### config.mk
export PLATFORM = sky130hd
export DESIGN_NAME = rom_loader
export DESIGN_NICKNAME = d
export VERILOG_FILES = /design/src/rtl/rom_loader.sv
export SDC_FILE = /design/constraint.sdc
export NUM_CORES = 1
export LEC_CHECK = 0
export CAP_MARGIN = 20
export CORE_MARGIN = 10
export CORE_UTILIZATION = 60
export CTS_CLUSTER_DIAMETER = 150
export CTS_CLUSTER_SIZE = 10
export DETAILED_ROUTE_END_ITERATION = 8
export PLACE_DENSITY = 0.82
export SLEW_MARGIN = 20
export SYNTH_ARGS = -nofsm -noshare
export SYNTH_HDL_FRONTEND = slang
export SYNTH_SLANG_ARGS = --single-unit
export TNS_END_PERCENT = 10
### constraint.sdc
create_clock -name clockgb -period 6.38 [get_ports clockgb]
set_input_delay 1.276 -clock clockgb [delete_from_list [all_inputs] [get_ports clockgb]]
set_output_delay 1.276 -clock clockgb [all_outputs]
set_load 0.02 [all_outputs]
### src/rtl/rom_loader.sv
// rom_loader: streams a length-prefixed ROM image from the UART byte receiver into SRAM.
// Define ROM_LOADER_CHECKSUM_EN to require a trailing 8-bit payload checksum byte.
module rom_loader #(
  parameter int ADDR_WIDTH  = 19,
  parameter int ACK_TIMEOUT = 255
) (
  input  logic                  clockgb,
  input  logic                  resetn,
  input  logic                  prog,
  input  logic [7:0]            rx_data,
  input  logic                  rx_valid,
  output logic [ADDR_WIDTH-1:0] wr_address,
  output logic [7:0]            wr_data,
  output logic                  wr_req,
  input  logic                  wr_ack,
  output logic                  busy,
  output logic                  done,
  output logic                  error,
  output logic [1:0]            err_code
);

  localparam logic [24:0] MAX_LEN     = 25'd1 << ADDR_WIDTH;
  localparam logic [7:0]  TMO_LIMIT   = 8'(ACK_TIMEOUT);
  localparam logic [1:0]  ERR_OVERRUN = 2'd1;
  localparam logic [1:0]  ERR_LENGTH  = 2'd2;
  localparam logic [1:0]  ERR_CHECK   = 2'd3;

  typedef enum logic [3:0] {
    S_IDLE  = 4'd0,
    S_LEN0  = 4'd1,
    S_LEN1  = 4'd2,
    S_LEN2  = 4'd3,
    S_DATA  = 4'd4,
    S_WRITE = 4'd5,
`ifdef ROM_LOADER_CHECKSUM_EN
    S_CSUM  = 4'd6,
`endif
    S_DONE  = 4'd7,
    S_ERR   = 4'd8
  } state_t;

  state_t                  state_q, state_d;
  logic                    prog_q;
  logic [23:0]             len_q, len_d;
  logic [ADDR_WIDTH-1:0]   addr_q, addr_d;
  logic [7:0]              data_q, data_d;
  logic                    req_q, req_d;
  logic                    done_q, done_d;
  logic                    error_q, error_d;
  logic [1:0]              code_q, code_d;
  logic [7:0]              tmo_q, tmo_d;
`ifdef ROM_LOADER_CHECKSUM_EN
  logic [7:0]              sum_q, sum_d;
`endif

  logic [23:0] len_full;
  logic        len_bad;
  logic [24:0] next_count;

  // The third length byte is checked in the same cycle it arrives.
  assign len_full   = {rx_data, len_q[15:0]};
  assign len_bad    = (len_full == 24'd0) || ({1'b0, len_full} > MAX_LEN);
  assign next_count = 25'(addr_q) + 25'd1;

  assign busy       = (state_q != S_IDLE) && (state_q != S_DONE) && (state_q != S_ERR);
  assign wr_address = addr_q;
  assign wr_data    = data_q;
  assign wr_req     = req_q;
  assign done       = done_q;
  assign error      = error_q;
  assign err_code   = code_q;

  // Next-state and registered-output logic of the frame FSM.
  always_comb begin
    state_d = state_q;
    len_d   = len_q;
    addr_d  = addr_q;
    data_d  = data_q;
    req_d   = req_q;
    done_d  = done_q;
    error_d = error_q;
    code_d  = code_q;
    tmo_d   = tmo_q;
`ifdef ROM_LOADER_CHECKSUM_EN
    sum_d   = sum_q;
`endif
    if (!prog) begin
      state_d = S_IDLE;
      req_d   = 1'b0;
      done_d  = 1'b0;
      error_d = 1'b0;
      code_d  = 2'd0;
    end else begin
      case (state_q)
        S_IDLE: begin
          if (!prog_q) begin
            state_d = S_LEN0;
            len_d   = 24'd0;
            addr_d  = '0;
            tmo_d   = 8'd0;
`ifdef ROM_LOADER_CHECKSUM_EN
            sum_d   = 8'd0;
`endif
          end else begin
            state_d = S_IDLE;
          end
        end
        S_LEN0: begin
          if (rx_valid) begin
            len_d[7:0] = rx_data;
            state_d    = S_LEN1;
          end else begin
            state_d = S_LEN0;
          end
        end
        S_LEN1: begin
          if (rx_valid) begin
            len_d[15:8] = rx_data;
            state_d     = S_LEN2;
          end else begin
            state_d = S_LEN1;
          end
        end
        S_LEN2: begin
          if (rx_valid && len_bad) begin
            len_d   = len_full;
            state_d = S_ERR;
            error_d = 1'b1;
            code_d  = ERR_LENGTH;
          end else if (rx_valid) begin
            len_d   = len_full;
            state_d = S_DATA;
          end else begin
            state_d = S_LEN2;
          end
        end
        S_DATA: begin
          if (rx_valid) begin
            data_d  = rx_data;
            req_d   = 1'b1;
            tmo_d   = 8'd0;
            state_d = S_WRITE;
`ifdef ROM_LOADER_CHECKSUM_EN
            sum_d   = sum_q + rx_data;
`endif
          end else begin
            state_d = S_DATA;
          end
        end
        S_WRITE: begin
          // A new byte beats the ack: the UART outran the SRAM even if the ack lands now.
          if (rx_valid) begin
            req_d   = 1'b0;
            state_d = S_ERR;
            error_d = 1'b1;
            code_d  = ERR_OVERRUN;
          end else if (wr_ack) begin
            req_d  = 1'b0;
            addr_d = addr_q + 1'b1;
            if (next_count == {1'b0, len_q}) begin
`ifdef ROM_LOADER_CHECKSUM_EN
              state_d = S_CSUM;
`else
              state_d = S_DONE;
              done_d  = 1'b1;
`endif
            end else begin
              state_d = S_DATA;
            end
          end else if ((tmo_q + 8'd1) == TMO_LIMIT) begin
            tmo_d   = tmo_q + 8'd1;
            req_d   = 1'b0;
            state_d = S_ERR;
            error_d = 1'b1;
            code_d  = ERR_CHECK;
          end else begin
            tmo_d = tmo_q + 8'd1;
          end
        end
`ifdef ROM_LOADER_CHECKSUM_EN
        S_CSUM: begin
          if (rx_valid && (rx_data == sum_q)) begin
            state_d = S_DONE;
            done_d  = 1'b1;
          end else if (rx_valid) begin
            state_d = S_ERR;
            error_d = 1'b1;
            code_d  = ERR_CHECK;
          end else begin
            state_d = S_CSUM;
          end
        end
`endif
        S_DONE:  state_d = S_DONE;
        S_ERR:   state_d = S_ERR;
        default: state_d = S_IDLE;
      endcase
    end
  end

  // State and output registers.
  always_ff @(posedge clockgb or negedge resetn) begin
    if (!resetn) begin
      state_q <= S_IDLE;
      prog_q  <= 1'b0;
      len_q   <= 24'd0;
      addr_q  <= '0;
      data_q  <= 8'd0;
      req_q   <= 1'b0;
      done_q  <= 1'b0;
      error_q <= 1'b0;
      code_q  <= 2'd0;
      tmo_q   <= 8'd0;
`ifdef ROM_LOADER_CHECKSUM_EN
      sum_q   <= 8'd0;
`endif
    end else begin
      state_q <= state_d;
      prog_q  <= prog;
      len_q   <= len_d;
      addr_q  <= addr_d;
      data_q  <= data_d;
      req_q   <= req_d;
      done_q  <= done_d;
      error_q <= error_d;
      code_q  <= code_d;
      tmo_q   <= tmo_d;
`ifdef ROM_LOADER_CHECKSUM_EN
      sum_q   <= sum_d;
`endif
    end
  end

endmodule

==> run metrics, run 1 <==
status=finished, final reports clean; Data arrival, critical path=2.04 ns; leak pwr=1.93 nW; worst min-delay path category=register to register; Finished Cell Area=0.00471 mm^2; top cell type's share of synthesized area=0.425; average vias per placed instance=6.69; Final Wtd Congestion=~0.99; worst skew pair latency=0.35 ns; floorplan core area=about 0.0065 mm^2; # IOs=46; unrepaired setup endpoints after global routing=no; slew margin rel.=0.409; Initial Util=0.629; CP peak stage delay=about 0.59 ns; ys async rst share=1.00; global-route wire length before repair=17.8 mm; Fin Clk Skew=roughly 0.007 ns; Avg Cell Area, Syn=9.19 um^2; number of global-route vias before repair=3578; Final Slew Violations=0; per-cell routed wire length=19.6 um; first-pass iteration count of the detailed router=5; cell count after synthesis=442; Hold Buf Count CTS=0; post-CTS resize count=0; DP Area=0.00450 mm^2; pin count of the biggest net entering global routing=70; cell taking the most area after synthesis=dfrtp_1; top cells by area, synth=dfrtp_1 (43%), o21ai_1 (5.2%), a22o_1 (3.7%), nand2_1 (3.2%), xnor2_1 (3.2%); Worst path top cell family by delay=flip-flops; commonest non-fill, non-tap cell in the layout=dfrtp_1; initial antenna violation count=0; EDFF count, synth=0; H-tree depth=3; CTS tree=done; minimum clock period=3.32 ns; DR iter-0 viols=between 300 and 400; diodes inserted=0; final WL=10.9 mm; setup TNS=0 ns; DRC=0; commonest non-fill, non-tap cells in the layout=dfrtp_1 (69), clkdlybuf4s50_1 (44), o21ai_1 (42), nand2_1 (35), nor2_1 (32); Die W=102 um; Top FF cell, synth=dfrtp_1; Detailed Place HPWL=7.58 mm; CTS buffer count=9; WHS=around 0.50 ns; Seq/Total Area, Yosys=0.425; slew of the pin with the lowest slew margin=0.880 ns; flip-flop and latch count after synthesis=69; Power Density=208 mW/mm^2; DIE AREA=0.0105 mm^2; Post-Syn Area=~0.0041 mm^2; Critical Path Fanout Max=15; Tot Pwr=0.000979 W; Max Cap Viol=0; Die H=102 um; total track usage=0.213; FP Rows=29; Antenna Nets Post-Route=0; final setup vio count=0; area grow syn2layout=16.1%; root buf cell=clkbuf_8; via count=3735; post-CTS setup buffers=0; kind of critical path=register to output pin; CTS Buffer Depth=2; FMAX=301 MHz; Tcrit/Tclk final=0.520; number of port buffers=45; CP Cell Sequence=nor2b_1 -> a31oi_1 -> clkdlybuf4s50_1; Crit. End Element=output pin; Post-Syn Nets=458; critical path's slowest cell=dfrtp_1; crit start category=register; Yosys cell types=64; Layout Nets=493; gr ovfl total=0; Worst EP required=around 5.1 ns; Clock Pin Slew Worst Setup and Hold Paths=0.08 ns; share of cells above drive strength 1=0.0728; # clock sinks=69; VDD IR-drop max=0.000146 V; Buf/Inv on CP=1; endpoints failing hold=0; Yosys warning total=0
==> cells in the mapped netlist, types with 2 or more instances <==
library cell	number
a211oi_1	2
a21o_1	3
a21oi_1	11
a22o_1	17
a31oi_1	7
a32oi_1	2
and3_1	6
and4_1	4
buf_2	8
buf_4	2
buf_6	3
clkbuf_1	11
dfrtp_1	69
ha_1	3
inv_1	15
mux2_2	8
nand2_1	35
nand2b_1	7
nand3_1	25
nand3b_1	3
nand4_1	5
nand4_2	2
nor2_1	32
nor2b_1	3
nor3_1	11
nor4_1	7
o211ai_1	4
o21a_1	4
o21ai_0	7
o21ai_1	42
o31ai_1	14
o41ai_1	5
or3_1	8
or4_1	5
xnor2_1	15
xor2_1	9
==> area by class of cell <==
| type | count | area [um^2] |
|---|---|---|
| multi-input cells | 333 | 2140 |
| well taps | 77 | 96.3 |
| fillers | 485 | 1750 |
| repair buffers | 49 | 475 |
| inverters | 15 | 56.3 |
| clock inverters | 4 | 72.6 |
| clock buffers | 11 | 141 |
| flip-flops and latches | 69 | 1730 |
==> layer usage <==
metal / global-route usage / share of wire / wire length (um) / vias up
met2: 0.335 / 0.48 / 5260 / 174
met1: 0.271 / 0.42 / 4570 / 1797
li1: - / - / - / 1723
met3: 0.0486 / 0.068 / 739 / 41
met5: 0 / 0 / 0 / -
met4: 0.104 / 0.033 / 362 / 0
==> path summary, 6_finish.rpt <==
check	startpoint	endpoint	slack [ns]	cells after the start
worst max-delay path	state_q[2]	busy	3.06	3
worst min-delay path	len_q[20]	len_q[20]	0.50	1
worst max register to register	state_q[0]	wr_address[13]	3.66	5
worst min register to register	len_q[20]	len_q[20]	0.50	1
max in group asynchronous	resetn	wr_data[2]	4.69	2
min in group asynchronous	resetn	wr_address[10]	1.11	2
==> power breakdown <==
group,switching [W],internal [W]
Combinational,0.0000663,0.0000463
Sequential,0.0000205,0.000450
Clock,0.000167,0.000228
==> per-stage QoR <==
stage               setup slack (ns)  std cells  utilization
floorplan                       3.63        442            -
global placement                2.90        543        0.697
detailed placement              2.86        543        0.697
CTS                             3.08        558        0.730
global route                    2.91        558        0.730
finish                          3.06        558        0.730
==> flip-flops by register name, indices dropped and copies added (netlist names) <==
| signal | cells |
|---|---|
| wr_address | 19 |
| len_q | 24 |
| wr_data | 8 |
| prog_q | 1 |
| tmo_q | 8 |
| error | 1 |
| wr_req | 1 |
| state_q | 4 |
| done | 1 |
| err_code | 2 |
==> cell families after synthesis <==
logic type / count (synthesis) / share of synthesized area
AND/OR/NAND/NOR: 162 / 0.213
adder cells (fa/ha/maj): 3 / 0.00924
AO/OA/AOI/OAI: 136 / 0.232
multiplexers: 8 / 0.0222
buffers and inverters: 40 / 0.0468
flip-flops: 69 / 0.425
XOR/XNOR: 24 / 0.0518
Power figures use the tool's default switching activity.
==> inputs of run 2 (changes only) <==
--- a/config.mk
+++ b/config.mk
@@ -7,11 +7,11 @@
 export LEC_CHECK = 0
 export CAP_MARGIN = 20
 export CORE_MARGIN = 10
-export CORE_UTILIZATION = 60
+export CORE_UTILIZATION = 51
 export CTS_CLUSTER_DIAMETER = 150
 export CTS_CLUSTER_SIZE = 10
 export DETAILED_ROUTE_END_ITERATION = 8
-export PLACE_DENSITY = 0.82
+export PLACE_DENSITY = 0.74
 export SLEW_MARGIN = 20
 export SYNTH_ARGS = -nofsm -noshare
 export SYNTH_HDL_FRONTEND = slang
==> constraint.sdc (replaced) <==
create_clock -name clockgb -period 3 [get_ports clockgb]
set_input_delay 0.6 -clock clockgb [delete_from_list [all_inputs] [get_ports clockgb]]
set_output_delay 0.6 -clock clockgb [all_outputs]
set_load 0.02 [all_outputs]
==> run 2 against run 1 <==
  * Core utilization is 10 points lower
  * Final cell count is 6.8% higher
  * Register-to-register slack worse by 3.1 ns
  * Non-clock buffer count is 12 higher
  * Via count is 1.5% lower
  * Critical path type unchanged
  * First-iteration DRC count is 13% lower
  * Combinational power is 130% higher
  * Clock power is 120% higher
==> run metrics, run 2 (synthesized netlist as in run 1, its figures left out) <==
status=finished, final reports clean; CTS Buffer Depth=2 (unchanged); slew of the pin with the lowest slew margin=0.983 ns (+0.103 ns); Hold Buf Count CTS=0 (unchanged); Biggest register=len_q; Power Density=438 mW/mm^2 (+110%); CTS tree=done; Crit. End Element=output pin; share of cells above drive strength 1=0.0992 (+0.0264); post-CTS resize count=0 (unchanged); WHS=0.259 ns (-0.241 ns); DIE AREA=0.0119 mm^2 (+14%); crit start category=register; final WL=10.7 mm (-2.1%); total track usage=0.183 (-0.0303); slew margin rel.=0.345 (-0.0642); Tcrit/Tclk final=0.879; # clock sinks=69 (unchanged); average vias per placed instance=6.17 (-7.8%); leak pwr=2.00 nW (+3.7%); Layout Nets=505 (+2.4%); gr ovfl total=0 (unchanged); Initial Util=0.526 (-0.103); FMAX=379 MHz; Die H=109 um (+6.8%); final setup vio count=0 (unchanged); Finished Cell Area=0.00486 mm^2 (+3.2%); kind of critical path=register to output pin; Fin Clk Skew=0.0106 ns (+0.00353 ns); Worst EP required=2.40 ns (-2.70 ns); Clock Pin Slew Worst Setup and Hold Paths=0.09 ns (about the same); DR iter-0 viols=280 (-13%); DRC=0 (unchanged); Detailed Place HPWL=7.65 mm (+0.91%); H-tree depth=3 (unchanged); Antenna Nets Post-Route=0 (unchanged); number of global-route vias before repair=3384 (-5.4%); Placed Cells=580 (+6.8%); post-CTS setup buffers=0 (unchanged); Largest register FFs=24 (unchanged); # IOs=46 (unchanged); minimum clock period=2.64 ns; Final Slew Violations=0 (unchanged); FP Rows=32 (+10%); Die W=109 um (+6.8%); DP Area=0.00463 mm^2 (+3.0%); commonest non-fill, non-tap cell in the layout=dfrtp_1; Max Cap Viol=0 (unchanged); initial antenna violation count=0 (unchanged); via count=3679 (-1.5%); global-route wire length before repair=17.5 mm (-1.6%); r2r setup slk=0.54 ns (-3.12 ns); Critical Path Fanout Max=10 (-5); VDD IR-drop max=0.000330 V (+130%); pre-CTS WS=0.354 ns (-2.50 ns); number of port buffers=45 (unchanged); area grow syn2layout=19.7%; commonest non-fill, non-tap cells in the layout=dfrtp_1 (69), clkdlybuf4s50_1 (44), o21ai_1 (42), nand2_1 (35), nor2_1 (32); Final Wtd Congestion=0.930 (-5.7%); CTS buffer count=9 (unchanged); unrepaired setup endpoints after global routing=no; root buf cell=clkbuf_8; FILL cells=650 (+34%); first-pass iteration count of the detailed router=5 (unchanged); Finished Layout Cells=596 (+6.8%); worst min-delay path category=input port to async pin; diodes inserted=0 (unchanged); Worst Slack Setup Final=0.364 ns (-2.70 ns); setup TNS=0 ns (unchanged); Data arrival, critical path=2.04 ns (about the same); per-cell routed wire length=18.0 um (-8.4%); worst skew pair latency=0.35 ns (about the same); endpoints failing hold=0 (unchanged); pin count of the biggest net entering global routing=70 (unchanged); floorplan core area=0.00773 mm^2 (+20%)
-- run 2: worst max-delay path, cell delays in order (launching register included) --
cell and delay [ns]:
dfrtp_1 0.45, buf_4 0.19, nor2b_1 0.34, a31oi_1 0.14, clkdlybuf4s50_1 0.56
-- run 2: final cells by class --
| cell class | count | area (um^2) | area share |
|---|---|---|---|
| clock buffer | 9 | 124 | 0.0255 |
| sequential | 69 | 1730 | 0.355 |
| multi-input combinational | 333 | 2140 | 0.441 |
| timing repair buffer | 61 | 578 | 0.119 |
| tap | 102 | 128 | 0.0262 |
| inverter | 15 | 56.3 | 0.0116 |
| clock inverter | 7 | 105 | 0.0216 |
-- run 2: worst paths after layout --
check	from	cells past startpoint	end
setup / recovery	state_q[2]	4	busy
hold / removal	resetn	2	wr_address[7]
setup reg to reg	wr_address[0]	7	state_q[0]
hold reg to reg	len_q[21]	1	len_q[21]
max in group asynchronous	resetn	2	len_q[17]
min in group clockgb	len_q[21]	1	len_q[21]
-- run 2: power by group --
group | internal [W] | total (W) | switching, W
clock network | 0.000481 | 0.000882 | 0.000401
registers | 0.000957 | 0.000990 | 0.0000332
logic | 0.000108 | 0.000256 | 0.000148
-- run 2: through the flow --
step            util  power (W)
3_3_place_gp   0.600    0.00126
2_1_floorplan      -    0.00116
6_report       0.629    0.00213
3_5_place_dp   0.600    0.00126
4_1_cts        0.629    0.00214
5_1_grt        0.629    0.00222
-- run 2: layer usage --
metal  wire, um  track usage  share of wire  vias up
li1           -            -              -     1748
met1       4790        0.246           0.45     1769
met2       4920        0.278           0.46      140
met3        777       0.0478          0.073       22
met4        229       0.0651          0.021        0
met5          0            0              0        -
